--- src/rtl/hs_pkg.sv ---
// Shared definitions for the hs_tx valid/ready transmit slice: bus width,
// FSM state encoding and FIFO pointer sizing.
`timescale 1ns/1ps
package hs_pkg;

  localparam int HS_DW = 16;

  typedef enum logic {
    HS_IDLE = 1'b0,
    HS_SEND = 1'b1
  } hs_state_e;

  // Pointer index width for a FIFO of the given depth; level/pointers add one wrap bit.
  function automatic int hs_ptr_w(input int depth);
    return (depth <= 2) ? 1 : $clog2(depth);
  endfunction

endpackage

--- src/rtl/hs_tx_if.sv ---
// Valid/ready bus between hs_tx (master) and the downstream receiver (slave).
`timescale 1ns/1ps
interface hs_tx_if
  import hs_pkg::*;
#(
  parameter int DW = HS_DW
);
  logic          valid;
  logic [DW-1:0] data;
  logic          ready;

  modport master (output valid, output data, input ready);
  modport slave  (input valid, input data, output ready);
endinterface

--- src/rtl/hs_fifo.sv ---
// Show-ahead FIFO for hs_tx: head is always mem[rd_ptr]; pushes while full are
// dropped and latched in a sticky overflow flag.
`timescale 1ns/1ps
module hs_fifo
  import hs_pkg::*;
#(
  parameter int DW    = HS_DW,
  parameter int DEPTH = 4
) (
  input  logic                      clk,
  input  logic                      rst_n,
  input  logic                      push,
  input  logic [DW-1:0]             din,
  input  logic                      pop,
  output logic [DW-1:0]             head,
  output logic                      full,
  output logic                      empty,
  output logic [hs_ptr_w(DEPTH):0]  level,
  output logic                      ovf
);
  localparam int PW = hs_ptr_w(DEPTH);

  logic [DW-1:0] mem [DEPTH];
  logic [PW:0]   wr_ptr;
  logic [PW:0]   rd_ptr;

  // Extra MSB distinguishes full from empty when the index bits coincide.
  assign full  = (wr_ptr[PW] != rd_ptr[PW]) && (wr_ptr[PW-1:0] == rd_ptr[PW-1:0]);
  assign empty = (wr_ptr == rd_ptr);
  assign level = wr_ptr - rd_ptr;
  assign head  = mem[rd_ptr[PW-1:0]];

  always_ff @(posedge clk or negedge rst_n) begin
    if (!rst_n) begin
      wr_ptr <= '0;
      rd_ptr <= '0;
      ovf    <= 1'b0;
    end else begin
      if (push && !full)
        wr_ptr <= wr_ptr + 1'b1;
      if (push && full)
        ovf <= 1'b1;
      if (pop && !empty)
        rd_ptr <= rd_ptr + 1'b1;
    end
  end

  always_ff @(posedge clk) begin
    if (push && !full)
      mem[wr_ptr[PW-1:0]] <= din;
  end

endmodule

--- src/rtl/hs_tx.sv ---
// Transmit end of the valid/ready bus: FIFO-buffered words presented and held until accepted.
// Optional HS_TX_TIMEOUT_EN discards a word that waits TIMEOUT cycles with ready low.
`timescale 1ns/1ps
module hs_tx
  import hs_pkg::*;
#(
  parameter int DW      = HS_DW,
  parameter int DEPTH   = 4,
  parameter int TIMEOUT = 64
) (
  input  logic                      clk,
  input  logic                      rst_n,
  input  logic                      wr_en,
  input  logic [DW-1:0]             wr_data,
  output logic                      full,
  output logic [hs_ptr_w(DEPTH):0]  level,
  output logic                      ovf,
  hs_tx_if.master                   bus,
  output logic                      sent,
  output logic                      timeout
);
  hs_state_e     state_q, state_nxt;
  logic [DW-1:0] head;
  logic          empty;
  logic          load;
  logic          sent_d, to_d;
  logic          valid_q, sent_q, to_q;
  logic [DW-1:0] data_q;
  logic          expire;

  hs_fifo #(.DW(DW), .DEPTH(DEPTH)) u_fifo (
    .clk   (clk),
    .rst_n (rst_n),
    .push  (wr_en),
    .din   (wr_data),
    .pop   (load),
    .head  (head),
    .full  (full),
    .empty (empty),
    .level (level),
    .ovf   (ovf)
  );

`ifdef HS_TX_TIMEOUT_EN
  localparam int CW = $clog2(TIMEOUT);
  logic [CW-1:0] cnt_q;

  assign expire = (cnt_q == CW'(TIMEOUT - 1));

  // Counts edges spent in SEND with ready low since the current word was loaded.
  always_ff @(posedge clk or negedge rst_n) begin
    if (!rst_n)
      cnt_q <= '0;
    else if (load)
      cnt_q <= '0;
    else if (state_q == HS_SEND && !bus.ready && !expire)
      cnt_q <= cnt_q + 1'b1;
  end
`else
  logic unused_timeout;
  assign unused_timeout = (TIMEOUT != 0);
  assign expire = 1'b0;
`endif

  always_comb begin
    state_nxt = state_q;
    load      = 1'b0;
    sent_d    = 1'b0;
    to_d      = 1'b0;
    case (state_q)
      HS_IDLE: begin
        if (!empty) begin
          load      = 1'b1;
          state_nxt = HS_SEND;
        end
      end
      HS_SEND: begin
        // ready on the expiry edge takes priority over the timeout.
        if (bus.ready) begin
          sent_d = 1'b1;
          if (!empty)
            load = 1'b1;
          else
            state_nxt = HS_IDLE;
        end else if (expire) begin
          to_d      = 1'b1;
          state_nxt = HS_IDLE;
        end
      end
      default: state_nxt = HS_IDLE;
    endcase
  end

  always_ff @(posedge clk or negedge rst_n) begin
    if (!rst_n) begin
      state_q <= HS_IDLE;
      valid_q <= 1'b0;
      data_q  <= '0;
      sent_q  <= 1'b0;
      to_q    <= 1'b0;
    end else begin
      state_q <= state_nxt;
      valid_q <= (state_nxt == HS_SEND);
      sent_q  <= sent_d;
      to_q    <= to_d;
      if (load)
        data_q <= head;
    end
  end

  assign bus.valid = valid_q;
  assign bus.data  = data_q;
  assign sent      = sent_q;
  assign timeout   = to_q;

endmodule
--- src/flat_wrapper.sv ---
// flat-port wrapper written by rule: the top's interface ports become plain ports
module hs_tx_flat import hs_pkg::*;
#(
  parameter int DW      = HS_DW,
  parameter int DEPTH   = 4,
  parameter int TIMEOUT = 64
)
  (clk, rst_n, wr_en, wr_data, full, level, ovf, sent, timeout, bus_valid, bus_data, bus_ready);
  hs_tx_if #(.DW(DW)) bus_i ();
  input  logic clk;
  input  logic rst_n;
  input  logic wr_en;
  input  logic [DW-1:0] wr_data;
  output logic full;
  output logic [hs_ptr_w(DEPTH):0] level;
  output logic ovf;
  output logic sent;
  output logic timeout;
  output wire logic [$bits(bus_i.valid)-1:0] bus_valid;
  output wire logic [$bits(bus_i.data)-1:0] bus_data;
  input wire logic [$bits(bus_i.ready)-1:0] bus_ready;
  assign bus_valid = bus_i.valid;
  assign bus_data = bus_i.data;
  assign bus_i.ready = bus_ready;
  hs_tx #(.DW(DW), .DEPTH(DEPTH), .TIMEOUT(TIMEOUT)) u_core (.clk(clk), .rst_n(rst_n), .wr_en(wr_en), .wr_data(wr_data), .full(full), .level(level), .ovf(ovf), .bus(bus_i), .sent(sent), .timeout(timeout));
endmodule
--- config.mk ---
export PLATFORM = sky130hd
export DESIGN_NAME = hs_tx_flat
export DESIGN_NICKNAME = d
export VERILOG_FILES = /design/src/rtl/hs_pkg.sv /design/src/rtl/hs_tx_if.sv /design/src/rtl/hs_fifo.sv /design/src/rtl/hs_tx.sv /design/src/flat_wrapper.sv
export SDC_FILE = /design/constraint.sdc
export NUM_CORES = 1
export LEC_CHECK = 0
export CAP_MARGIN = 5
export CORE_MARGIN = 2
export CORE_UTILIZATION = 49
export CTS_BUF_LIST = sky130_fd_sc_hd__clkbuf_4
export DETAILED_ROUTE_END_ITERATION = 8
export PLACE_DENSITY = 0.79
export SLEW_MARGIN = 20
export SYNTH_ARGS = -nofsm -noshare
export SYNTH_HDL_FRONTEND = slang
export SYNTH_SLANG_ARGS = --single-unit
--- constraint.sdc ---
create_clock -name clk -period 2.9 [get_ports clk]
set_input_delay 0.58 -clock clk [delete_from_list [all_inputs] [get_ports clk]]
set_output_delay 0.58 -clock clk [all_outputs]
set_load 0.1 [all_outputs]
==> results.rst <==
.. list-table::
   :header-rows: 1

   * - Metric
     - Value
   * - Required time reported for the critical path endpoint
     - 2320 ps
   * - Detailed placement HPWL
     - 3.90 mm
   * - Largest fanout on the critical path
     - 4
   * - Multiplexer area fraction after synthesis
     - 17.1%
   * - 1st-pass router iterations
     - 4
   * - Unrepaired setup endpoints after global routing
     - no
   * - Hold violation total from the final report
     - 0
   * - Slew at the pin closest to its max-slew limit
     - slightly above 800 ps
   * - Number of antenna-violating nets in the routed design
     - 0
   * - Total Routed Length
     - 5.94 mm
   * - Num rows
     - 30
   * - Cts repair resizes
     - 0
   * - RD Place Congestion
     - 0.723
   * - Number of buffers added by the clock tree synthesis step
     - 9
   * - R2r worst-path depth
     - 5
   * - Setup Skew
     - ~18 ps
   * - Die area
     - 7790 um^2
   * - Drt via density
     - 5.15
   * - Fin nets
     - 249
   * - Total clock sinks
     - a little under 90
   * - Via count of the first global-routing pass
     - ~1700
   * - Worst slew margin
     - 44.5%
   * - Part of the Yosys area used for sequential elements
     - 73.2%
   * - Routed wire per std cell
     - 18.4 um
   * - Maximum number of pins on one net before global-route repair
     - 26
   * - Area growth from synthesis to layout
     - 21.5%
   * - Maximum clock path buffer count
     - 2
   * - Worst setup path class
     - flip-flop to output pin
   * - Synthesized-area fraction occupied by xor and xnor cells
     - 1.73%
   * - Compound-cell area share of the yosys netlist
     - under 10%
   * - Arrival time of the worst setup path
     - 1980 ps
   * - Nature of the critical path endpoint
     - output pin
   * - Chip width
     - 88.3 um
   * - Max H-tree Level
     - 3
   * - Setup crit start kind
     - flip-flop
   * - Final setup violation count
     - 0
   * - Initial Utilization
     - 51.0%
   * - Congestion Overflow GR
     - 0
   * - Clock latency of the later-clocked register in the worst-skew pair
     - 420 ps
   * - Starting DRT DRC Count
     - 76
   * - Number of port buffers
     - between 40 and 50
   * - Beginning of the critical path
     - u_core.u_fifo.wr_ptr[0]
   * - Main combinational cell family by area after synthesis
     - multiplexers
   * - Cts-stage hold buffer count
     - 0
   * - Endpoint of the worst setup timing path
     - level[2]
   * - Post-route clock period utilization
     - between 80% and 90%
   * - Ports
     - between 40 and 50
   * - Synthesized net count
     - approximately 190
   * - Fmax
     - around 0.39 GHz
   * - Flops & latches, synth
     - between 80 and 90
   * - Cells after Synth
     - between 150 and 200
   * - Path type of the worst min-delay path
     - flip-flop to flip-flop
   * - Run status
     - complete, no violations
   * - Post-CTS Setup Inserts
     - 0
   * - Crit Reg-Reg Endpoint
     - u_core.bus.data[2]
   * - Cell Area, Synth
     - 3480 um^2
   * - Total inserted antenna cells
     - 0
   * - Share of post-route cells with drive strength above 1
     - approximately 38%
   * - Clock tree from TritonCTS
     - done
   * - Final worst path period need
     - 2560 ps
   * - Via Count
     - 1659
   * - Synth Area in Simple Gates
     - around 1.5%
   * - Initial antenna violation count
     - 0
   * - Reg-to-Reg Start
     - u_core.u_fifo.rd_ptr[1]
   * - Setup TNS
     - 0 ps
   * - Total global-route track usage
     - 16.8%
   * - Yosys cell types
     - 25
   * - Post-Route Hold Slack
     - 493 ps
   * - First-pass GRT wire length
     - between 9 and 10 mm
   * - Number of pins with negative max-slew slack in the final report
     - 0
   * - Clock-pin transition on the worst setup and hold timing paths
     - ~140 ps
   * - Average cell area after synthesis
     - 21.1 um^2
   * - Number of maximum-capacitance violations
     - 0
   * - Adder-cell share of the synthesized area
     - 3.09%
   * - Drt drc
     - 0
   * - Core footprint
     - 6830 um^2
   * - Minimum setup slack among reg-to-reg paths
     - 600 ps
   * - Die Y
     - 88.3 um
   * - Root buf cell
     - sky130_fd_sc_hd__clkbuf_4
   * - Yosys warnings
     - 0
[worst min-delay path by stage]
stage                 startpoint                      end  slack, ps  cells after the start
2_1_floorplan              rst_n       u_core.bus.data[0]        280                      0
3_3_place_gp   u_core.u_fifo.ovf        u_core.u_fifo.ovf        440                      1
3_5_place_dp   u_core.u_fifo.ovf        u_core.u_fifo.ovf        480                      1
4_1_cts                    rst_n  u_core.u_fifo.rd_ptr[0]        510                      2
5_1_grt                    rst_n       u_core.bus.data[4]        520                      2
6_report       u_core.u_fifo.ovf        u_core.u_fifo.ovf        490                      1
[kinds of logic (layout without fill, tap and decap cells)]
group           count (synthesis)  after routing
simple gates                   10             10
mux                            34             34
buf+inv                        12             73
other cells                     1              1
fa+ha+maj                       8              8
flops                          89             89
compound gates                  5              5
xor+xnor                        6              6
[flip-flops by register name, indices dropped and copies added (netlist names)]
register,flops
u_core.u_fifo.mem,64
u_core.bus.data,16
u_core.u_fifo.rd_ptr,3
u_core.u_fifo.wr_ptr,3
u_core.sent,1
u_core.state_q,1
u_core.u_fifo.ovf,1
[metrics by stage]
| step | utilization, % | std cells | setup WS [ps] | cell area, um^2 |
|---|---|---|---|---|
| floorplan | - | 165 | 73.7 | 3490 |
| global placement | 59.5 | 306 | 543 | 4060 |
| detailed placement | 59.5 | 306 | 470 | 4060 |
| CTS | 61.9 | 322 | 308 | 4230 |
| global route | 61.9 | 322 | 224 | 4230 |
| finish | 61.9 | 322 | 338 | 4230 |
[cell type report]
type,instances,area (um^2)
fillers,504,2600
flip-flops and latches,89,2550
well taps,96,120
multi-input cells,64,881
repair buffers,51,493
inverters,6,22.5
clock buffers,10,75.1
clock inverters,6,91.3
[Yosys cell counts]
library cell                n  area share [%]
sky130_fd_sc_hd__conb_1     1            0.11
sky130_fd_sc_hd__nor2b_1    1            0.18
sky130_fd_sc_hd__a31oi_1    2            0.36
sky130_fd_sc_hd__o21ai_4    1            0.47
sky130_fd_sc_hd__mux2_4     9             3.9
sky130_fd_sc_hd__a21o_1     1            0.22
sky130_fd_sc_hd__nand2b_1   1            0.18
sky130_fd_sc_hd__xnor2_1    3            0.75
sky130_fd_sc_hd__xor2_2     1            0.47
sky130_fd_sc_hd__fa_1       1            0.58
sky130_fd_sc_hd__buf_4      2            0.43
sky130_fd_sc_hd__o211ai_1   1            0.22
sky130_fd_sc_hd__buf_6      2            0.65
sky130_fd_sc_hd__buf_2      1            0.14
sky130_fd_sc_hd__buf_1      1            0.11
sky130_fd_sc_hd__nor2_1     1            0.11
sky130_fd_sc_hd__edfxtp_1  64              55
sky130_fd_sc_hd__dfrtp_1   25              18
sky130_fd_sc_hd__and2_1     4            0.72
sky130_fd_sc_hd__nand2_1    3            0.32
sky130_fd_sc_hd__xor2_1     2            0.50
sky130_fd_sc_hd__ha_1       7             2.5
sky130_fd_sc_hd__inv_1      6            0.65
sky130_fd_sc_hd__mux4_2    16              10
sky130_fd_sc_hd__mux2_2     9             2.9
[per-layer routing]
| metal | up-vias | track usage [%] | part of all wire [%] |
|---|---|---|---|
| li1 | 740 | - | - |
| met1 | 876 | 22.7 | 43 |
| met2 | 37 | 26.9 | 53 |
| met3 | 6 | 3.54 | 3.3 |
| met4 | 0 | 6.89 | 1.3 |
| met5 | - | 0 | 0 |
[cell usage in the layout (no fill, tap or decap), types with 2 or more instances in the layout]
cell type,count
sky130_fd_sc_hd__buf_4,27
sky130_fd_sc_hd__inv_1,6
sky130_fd_sc_hd__clkbuf_4,10
sky130_fd_sc_hd__dfrtp_1,25
sky130_fd_sc_hd__clkinvlp_4,3
sky130_fd_sc_hd__mux4_2,16
sky130_fd_sc_hd__and2_1,4
sky130_fd_sc_hd__bufinv_16,2
sky130_fd_sc_hd__mux2_4,9
sky130_fd_sc_hd__xor2_2,2
sky130_fd_sc_hd__nand2_1,3
sky130_fd_sc_hd__clkdlybuf4s50_1,19
sky130_fd_sc_hd__mux2_2,9
sky130_fd_sc_hd__buf_12,5
sky130_fd_sc_hd__ha_1,7
sky130_fd_sc_hd__edfxtp_1,64
sky130_fd_sc_hd__xnor2_1,3
[critical path, cell delays in order (launching register included)]
cell	delay, ps
sky130_fd_sc_hd__dfrtp_1	400
sky130_fd_sc_hd__inv_1	110
sky130_fd_sc_hd__ha_1	230
sky130_fd_sc_hd__fa_1	420
sky130_fd_sc_hd__xor2_2	220
sky130_fd_sc_hd__buf_12	190
Power is not shown: default switching activity piles up to over one toggle a cycle in this logic, so the estimate is an artifact.
